## src/rtl/seq_mult_ctrl_if.sv

```systemverilog
// Handshake and datapath-strobe bundle between a shift-add multiplier
// controller and its surroundings.
//
// Signals
//   start   begin a multiplication (sampled only while idle)
//   abort   synchronous cancel of a run in progress
//   b_lsb   current LSB of multiplier register B, fed back from the datapath
//   ld_a    load multiplicand register A from the operand bus
//   ld_b    load multiplier register B from the operand bus
//   clr_p   synchronous clear of product/accumulator register P
//   add_en  P <= P + A this cycle
//   shift   shift {P,B} right one bit this cycle
//   busy    multiplication in progress
//   done    one-cycle pulse, product valid in {P,B}
//   iter    current iteration index, 0..N-1
//
// Modports
//   master  side that issues start/abort and owns the datapath (drives b_lsb)
//   slave   the controller itself
interface seq_mult_ctrl_if #(
    parameter int N = 4
);
    localparam int CW = $clog2(N);

    logic          start;
    logic          abort;
    logic          b_lsb;
    logic          ld_a;
    logic          ld_b;
    logic          clr_p;
    logic          add_en;
    logic          shift;
    logic          busy;
    logic          done;
    logic [CW-1:0] iter;

    modport master (
        output start,
        output abort,
        output b_lsb,
        input  ld_a,
        input  ld_b,
        input  clr_p,
        input  add_en,
        input  shift,
        input  busy,
        input  done,
        input  iter
    );

    modport slave (
        input  start,
        input  abort,
        input  b_lsb,
        output ld_a,
        output ld_b,
        output clr_p,
        output add_en,
        output shift,
        output busy,
        output done,
        output iter
    );
endinterface

```

## src/rtl/seq_mult_ctrl.sv

```systemverilog
// Control FSM for a shift-add sequential multiplier datapath.
// Accepts a start request, strobes the A/B/P registers through one load
// cycle followed by N add/shift pairs, then pulses done. The controller holds
// no arithmetic; the only datapath feedback is B[0] (bus.b_lsb).
//
// Ports
//   clk    rising-edge clock
//   clr_n  asynchronous active-low reset
//   bus    seq_mult_ctrl_if.slave: start/abort/b_lsb in, strobes/status out
//
// Parameters
//   N      operand width = iteration count, N >= 2
//
// state | meaning
// ------+-------------------------------------------------------------
// IDLE  | waiting for start (abort blocks start)
// LOAD  | load A and B, clear P, rewind iteration counter
// ADD   | accumulate A into P when the current multiplier bit is 1
// SHIFT | shift {P,B} right; last iteration goes to DONE, else to ADD
// DONE  | one-cycle done pulse, product valid in {P,B}
//
// Latency: start sampled at edge k gives LOAD in k+1 and DONE in k+2N+2.
module seq_mult_ctrl #(
    parameter int N = 4
) (
    input  logic           clk,
    input  logic           clr_n,
    seq_mult_ctrl_if.slave bus
);
    localparam int             CW   = $clog2(N);
    localparam logic [CW-1:0]  LAST = CW'(N - 1);

    typedef enum logic [2:0] {
        IDLE  = 3'd0,
        LOAD  = 3'd1,
        ADD   = 3'd2,
        SHIFT = 3'd3,
        DONE  = 3'd4
    } state_t;

    state_t        state;
    state_t        state_nxt;
    logic [CW-1:0] iter_q;
    logic          last_iter;

    assign last_iter = (iter_q == LAST);

    always_ff @(posedge clk or negedge clr_n) begin
        if (!clr_n) begin
            state <= IDLE;
        end else begin
            state <= state_nxt;
        end
    end

    // abort wins over every other transition; in IDLE it only has to
    // suppress start, which the IDLE branch handles directly.
    always_comb begin
        state_nxt = state;
        if (abort_active()) begin
            state_nxt = IDLE;
        end else begin
            unique case (state)
                IDLE:    if (bus.start && !bus.abort) state_nxt = LOAD;
                LOAD:    state_nxt = ADD;
                ADD:     state_nxt = SHIFT;
                SHIFT:   state_nxt = last_iter ? DONE : ADD;
                DONE:    state_nxt = IDLE;
                default: state_nxt = IDLE;
            endcase
        end
    end

    function automatic logic abort_active();
        return bus.abort && (state != IDLE);
    endfunction

    // The counter rewinds in LOAD and on abort; on normal completion it
    // stays at N-1 through DONE and IDLE until the next LOAD. It advances
    // only on non-final SHIFTs, so it can never pass N-1 or wrap.
    always_ff @(posedge clk or negedge clr_n) begin
        if (!clr_n) begin
            iter_q <= '0;
        end else if (abort_active()) begin
            iter_q <= '0;
        end else if (state == LOAD) begin
            iter_q <= '0;
        end else if (state == SHIFT && !last_iter) begin
            iter_q <= iter_q + CW'(1);
        end
    end

    // Strobes depend on the state register only, except add_en which
    // also qualifies on the live multiplier LSB. During an abort cycle the
    // strobes still follow the current state.
    always_comb begin
        bus.ld_a   = 1'b0;
        bus.ld_b   = 1'b0;
        bus.clr_p  = 1'b0;
        bus.add_en = 1'b0;
        bus.shift  = 1'b0;
        bus.busy   = 1'b0;
        bus.done   = 1'b0;
        unique case (state)
            IDLE: ;
            LOAD: begin
                bus.ld_a  = 1'b1;
                bus.ld_b  = 1'b1;
                bus.clr_p = 1'b1;
                bus.busy  = 1'b1;
            end
            ADD: begin
                bus.add_en = bus.b_lsb;
                bus.busy   = 1'b1;
            end
            SHIFT: begin
                bus.shift = 1'b1;
                bus.busy  = 1'b1;
            end
            DONE: begin
                bus.done = 1'b1;
            end
            default: ;
        endcase
    end

    assign bus.iter = iter_q;

    a_group_excl: assert property (@(posedge clk) disable iff (!clr_n)
        $onehot0({bus.ld_a | bus.ld_b | bus.clr_p, bus.add_en, bus.shift}));

    a_iter_bound: assert property (@(posedge clk) disable iff (!clr_n)
        iter_q <= LAST);

    a_done_not_busy: assert property (@(posedge clk) disable iff (!clr_n)
        !(bus.done && bus.busy));
endmodule

```

## src/flat_wrapper.sv

```systemverilog
// flat-port wrapper written by rule: the top's interface ports become plain ports
module seq_mult_ctrl_flat 
#(
    parameter int N = 4
)
  (clk, clr_n, bus_start, bus_abort, bus_b_lsb, bus_ld_a, bus_ld_b, bus_clr_p, bus_add_en, bus_shift, bus_busy, bus_done, bus_iter);
  seq_mult_ctrl_if #(.N(N)) bus_i ();
  input  logic clk;
  input  logic clr_n;
  input wire logic [$bits(bus_i.start)-1:0] bus_start;
  input wire logic [$bits(bus_i.abort)-1:0] bus_abort;
  input wire logic [$bits(bus_i.b_lsb)-1:0] bus_b_lsb;
  output wire logic [$bits(bus_i.ld_a)-1:0] bus_ld_a;
  output wire logic [$bits(bus_i.ld_b)-1:0] bus_ld_b;
  output wire logic [$bits(bus_i.clr_p)-1:0] bus_clr_p;
  output wire logic [$bits(bus_i.add_en)-1:0] bus_add_en;
  output wire logic [$bits(bus_i.shift)-1:0] bus_shift;
  output wire logic [$bits(bus_i.busy)-1:0] bus_busy;
  output wire logic [$bits(bus_i.done)-1:0] bus_done;
  output wire logic [$bits(bus_i.iter)-1:0] bus_iter;
  assign bus_i.start = bus_start;
  assign bus_i.abort = bus_abort;
  assign bus_i.b_lsb = bus_b_lsb;
  assign bus_ld_a = bus_i.ld_a;
  assign bus_ld_b = bus_i.ld_b;
  assign bus_clr_p = bus_i.clr_p;
  assign bus_add_en = bus_i.add_en;
  assign bus_shift = bus_i.shift;
  assign bus_busy = bus_i.busy;
  assign bus_done = bus_i.done;
  assign bus_iter = bus_i.iter;
  seq_mult_ctrl #(.N(N)) u_core (.clk(clk), .clr_n(clr_n), .bus(bus_i));
endmodule
```

## config.mk

```make
export PLATFORM = sky130hd
export DESIGN_NAME = seq_mult_ctrl_flat
export DESIGN_NICKNAME = d
export VERILOG_FILES = /design/src/rtl/seq_mult_ctrl_if.sv /design/src/rtl/seq_mult_ctrl.sv /design/src/flat_wrapper.sv
export SDC_FILE = /design/constraint.sdc
export NUM_CORES = 1
export LEC_CHECK = 0
export CAP_MARGIN = 30
export CELL_PAD_IN_SITES_DETAIL_PLACEMENT = 1
export CELL_PAD_IN_SITES_GLOBAL_PLACEMENT = 1
export CORE_AREA = 2 2 39 41
export DETAILED_ROUTE_END_ITERATION = 6
export DIE_AREA = 0 0 41 43
export PLACE_DENSITY = 0.66
export REMOVE_ABC_BUFFERS = 1
export SETUP_SLACK_MARGIN = 0.02
export SLEW_MARGIN = 0
export SYNTH_ARGS = -nofsm -noshare
export SYNTH_HDL_FRONTEND = slang
export SYNTH_SLANG_ARGS = --single-unit
```

## constraint.sdc

```tcl
create_clock -name clk -period 1.31 [get_ports clk]
set_input_delay 0.1965 -clock clk [delete_from_list [all_inputs] [get_ports clk]]
set_output_delay 0.1965 -clock clk [all_outputs]
set_load 0.01 [all_outputs]
```

Word level (Yosys, flattened, before mapping)
Index checks and enable logic that the tools add are counted.
- input bits: 5
- output and inout port bits: 9
- register bits after elaboration: 5
- logic and storage cells: 30
- add/sub/neg operators: 1
- eq/ne operators: 6
- reductions and logical operators: 9
- muxes and demuxes: 12
- operators with widths (operator ; number):
    $pmux W3 S4 ; 1
    $mux W3 ; 3
    $eq A3 B2 Y1 const B ; 2
    $mux W2 ; 3
    $reduce_bool A3 Y1 ; 2
    $mux W1 ; 5
    $eq A3 B1 Y1 const B ; 1
    $eq A3 B3 Y1 const B ; 1
    $logic_and A1 B1 Y1 ; 3
    $logic_not A3 Y1 ; 1
    $ne A3 B1 Y1 const B ; 1
    $reduce_or A3 Y1 ; 1
    $add A2 B1 Y2 const B ; 1
    $eq A2 B2 Y1 const B ; 1
    $logic_not A1 Y1 ; 2

Depth between registers and ports, before layout
- depth in word-level cells: 6
- mapped depth: 4

Least setup slack after synthesis
OpenSTA, ideal clock, no wires.
- path kind: register to output
- start: register u_core.state[2]
- end: output port bus_ld_a
- data arrival time: 1.241 ns
- stages on the path, launching flop included: 4
- setup slack: -0.128 ns
- buffers on the path: 2
- required time: 1.113 ns
- path through: dfrtp_1 > buf_2 > nor3b_1 > buf_4
- longest elaborated chain between the ends: 2
- RTL lines (item ; RTL line ; source):
    start, declared ; seq_mult_ctrl.sv:41 ; state_t state;
    start signal, assigned ; seq_mult_ctrl.sv:52 ; state <= state_nxt;
    $eq A3 B1 Y1 ; n/a ;
    $mux W1 ; n/a ;
    end, declared ; flat_wrapper.sv:13 ; output wire logic [$bits(bus_i.ld_a)-1:0] bus_ld_a;
No other way between the ends.

Final worst setup path
- start: register u_core.state[0]
- end: output port bus_add_en
- longest elaborated chain between the ends: 2
- RTL lines (item ; RTL line ; source):
    $eq A3 B2 Y1 ; seq_mult_ctrl.sv:104 ; unique case (state)
    $mux W1 ; seq_mult_ctrl.sv:104 ;
    end, declared ; flat_wrapper.sv:16 ; output wire logic [$bits(bus_i.add_en)-1:0] bus_add_en;
No other way between the ends.

==> summary.md <==
| Metric | Value |
|---|---|
| Result of the run | complete, but fails checks |
| Violated checks | negative setup slack |
| Via-per-instance ratio | 4.68 |
| Routed length per placed instance | 13.3 um |
| Post-route clock period utilization | 108% |
| Register clock-pin slew on the reported worst setup and hold paths | 0.05 ns |
| CTS H-Tree Depth | 1 |
| Cts bufs inserted | 3 |
| Count of different cell masters after synthesis | 19 |
| Worst R2R Start | u_core.state[1]$_DFFE_PN0P_ |
| Required arrival time at the worst endpoint | between 1 and 1.5 ns |
| First-pass iteration count of the detailed router | 4 |
| Number of buffers inserted by port buffering | 13 |
| Last weighted congestion value of the routability-driven placer | approximately 0.74 |
| Num rows | 14 |
| Maximum fanout along the worst path | 4 |
| Maximum vdd ir drop | approximately 0.46 mV |
| Pin count of the biggest net entering global routing | 10 |
| Top cell family by delay on the critical path | flip-flops |
| Number of buffers inserted for hold repair after clock tree synthesis | 0 |
| Initial core utilization | 21.0% |
| Per-instance average area after synthesis | 10.0 um2 |
| Leakage | 0.321 nW |
| Largest stage delay, worst path | 0.43 ns |
| Antenna fix cells | 0 |
| Total routed wirelength | a little over 1 mm |
| Fraction of the yosys area taken by sequential cells | approximately 43% |
| Slowest cell on the critical path | sky130_fd_sc_hd__dfrtp_2 |
| Highest-count cells in the layout ignoring fill and taps | sky130_fd_sc_hd__buf_4 (11), sky130_fd_sc_hd__buf_6 (8), sky130_fd_sc_hd__buf_2 (6) |
| Via count of the first global-routing pass | 321 |
| Clk_skew | 0.00806 ns |
| Synthesized cell area | about 290 um2 |
| Number of slew-limit violations in the final report | 0 |
| Horizontal die dimension | ~40 um |
| Total number of clock tree sinks | 5 |
| Final worst slack | -0.0992 ns |
| Worst min-delay path class | in2async |
| Number of placed I/O pins | 14 |
| Longest Clk Path Bufs | 2 |
| Worst setup SP type | flip-flop |
| Final count of negative-setup-slack endpoints | 7 |
| Global Route Usage Sum | 11.4% |
| ANT nets after route | 0 |
| Global route overflow | 0 |
| Area of the multi-input gates | just over 200 um2 |
| Most common cell after layout, fill and taps aside | sky130_fd_sc_hd__buf_4 |
| Slew headroom | 81.7% |
| Remaining routing DRC violations | 0 |
| Setup slack, reg-to-reg | -0.01 ns |
| TritonCTS clock tree | built |
| Ratio of cells with drive above 1 in the final layout | 62.3% |
| Slew at the pin closest to its max-slew limit | 0.273 ns |
| Unrepaired setup endpoints after global routing | true |
| WS Path Type | reg2out |
| Primary flip-flop cell chosen by synthesis mapping | sky130_fd_sc_hd__dfrtp_1 |
| Total count of hold-check failures in the final report | 0 |
| Critical path, cell by cell | buf_6, nor4bb_4, buf_2 |
| Post-synth EDFFs | 0 |
| Maximum clock rate | 710 MHz |
| Sum of buffers and inverters on the critical path | 2 |
| Kind of end point of the critical path | primary output |
| Post-DP HPWL | approximately 600 um |
| Worst-case hold slack | 0.188 ns |
| Synthesis-to-layout area growth | 121% |
| Wire length of the first global-routing pass | 1.34 mm |
| Area taken by flip-flops and latches | 126 um2 |
| Power density over the cells | 866 mW/mm2 |
| Core region area | 0.00138 mm2 |
| Full die area | 0.00176 mm2 |
| Chip height | 43 um |
| Routed via count | 360 |
| Final min period | 1.41 ns |
| Total number of yosys warnings | 0 |
| Number of cells on the critical path | 3 |
| Total chip power | 0.556 mW |
| CP arrival | 1.21 ns |
| Number of nets in the final layout | 68 |
| Drt first-iter violations | 1 |
| Cell depth of the worst flop-to-flop path | 6 |
| Antenna violations before repair | 0 |
| Async set or reset register ratio after synthesis | 100% |
| Register bit total from synthesis | 5 |
| Number of fill cells in the layout | 163 |
| Crit Reg-Reg Endpoint | u_core.bus.iter[1]$_DFFE_PN0P_ |
| Maximum capacitance violations | 0 |
| Clock tree root driver cell | sky130_fd_sc_hd__clkbuf_4 |
| Gate count after technology mapping | 29 |
| Later-pin clock latency in the skew report | 0.25 ns |
[how the worst max path moves through the flow]
stage                                startpoint                              to
finish              u_core.state[0]$_DFFE_PN0P_                      bus_add_en
global route        u_core.state[0]$_DFFE_PN0P_                      bus_add_en
CTS                 u_core.state[0]$_DFFE_PN0P_                      bus_add_en
detailed placement                    bus_b_lsb                      bus_add_en
global placement                      bus_b_lsb                      bus_add_en
floorplan           u_core.state[2]$_DFFE_PN0P_  u_core.bus.iter[1]$_DFFE_PN0P_
[layout make-up]
cell class                 count  share of cell area [%]
timing repair buffer          31                    40.7
multi-input combinational     21                    32.4
sequential                     5                    19.7
clock buffer                   4                    4.09
tap                           16                    3.12
[routing by layer]
| layer | up-vias | GRT usage (%) | wire, um |
|---|---|---|---|
| met4 | 0 | 8.00 | 21 |
| met2 | 18 | 16.3 | 530 |
| met1 | 168 | 14.1 | 400 |
| li1 | 170 | - | - |
| met3 | 4 | 3.14 | 72 |
| met5 | - | 0 | 0 |
[power by group]
part           switching, mW  leakage, nW  internal (mW)
registers            0.00989       0.0663          0.167
clock network         0.0665       0.0150          0.115
logic                 0.0786        0.240          0.119
total                  0.155        0.321          0.401
[sequential cells by signal, summed over array words and instances (netlist names)]
name and cells:
u_core.bus.iter 2, u_core.state 3
[timing repair]
action	CTS	global route
setup buffers	6	6
gates resized for setup	40	13
endpoints found under the setup margin	11	8
pin swaps	7	5
[synth_stat cells (2+ instances only)]
cell type                 number  area, um2
sky130_fd_sc_hd__buf_4         2       15.0
sky130_fd_sc_hd__dfrtp_1       5        125
sky130_fd_sc_hd__nor2_1        4       15.0
sky130_fd_sc_hd__nor3b_1       2       15.0
sky130_fd_sc_hd__nor4_1        2       12.5
[logic make-up (layout without fill, tap and decap cells)]
group / count (synthesis) / count (layout) / share of synthesized area, %
compound gates: 4 / 4 / 9.48
flops: 5 / 5 / 43.1
buf+inv: 3 / 35 / 6.89
fa+ha+maj: 1 / 1 / 4.31
mux: 1 / 1 / 3.45
simple gates: 15 / 15 / 32.8
[stage by stage]
stage	worst slack, ns	instance area (um2)	std cells	util, %	setup TNS (ns)
after floorplan	-0.268	270	26	-	-0.836
after global placement	-0.357	480	63	34.7	-1.22
after detailed placement	-0.369	480	63	34.7	-1.27
after CTS	-0.107	547	72	39.5	-0.327
after global routing	-0.179	642	77	46.4	-0.910
final	-0.0992	642	77	46.4	-0.309
(Power assumes the default switching activity.)
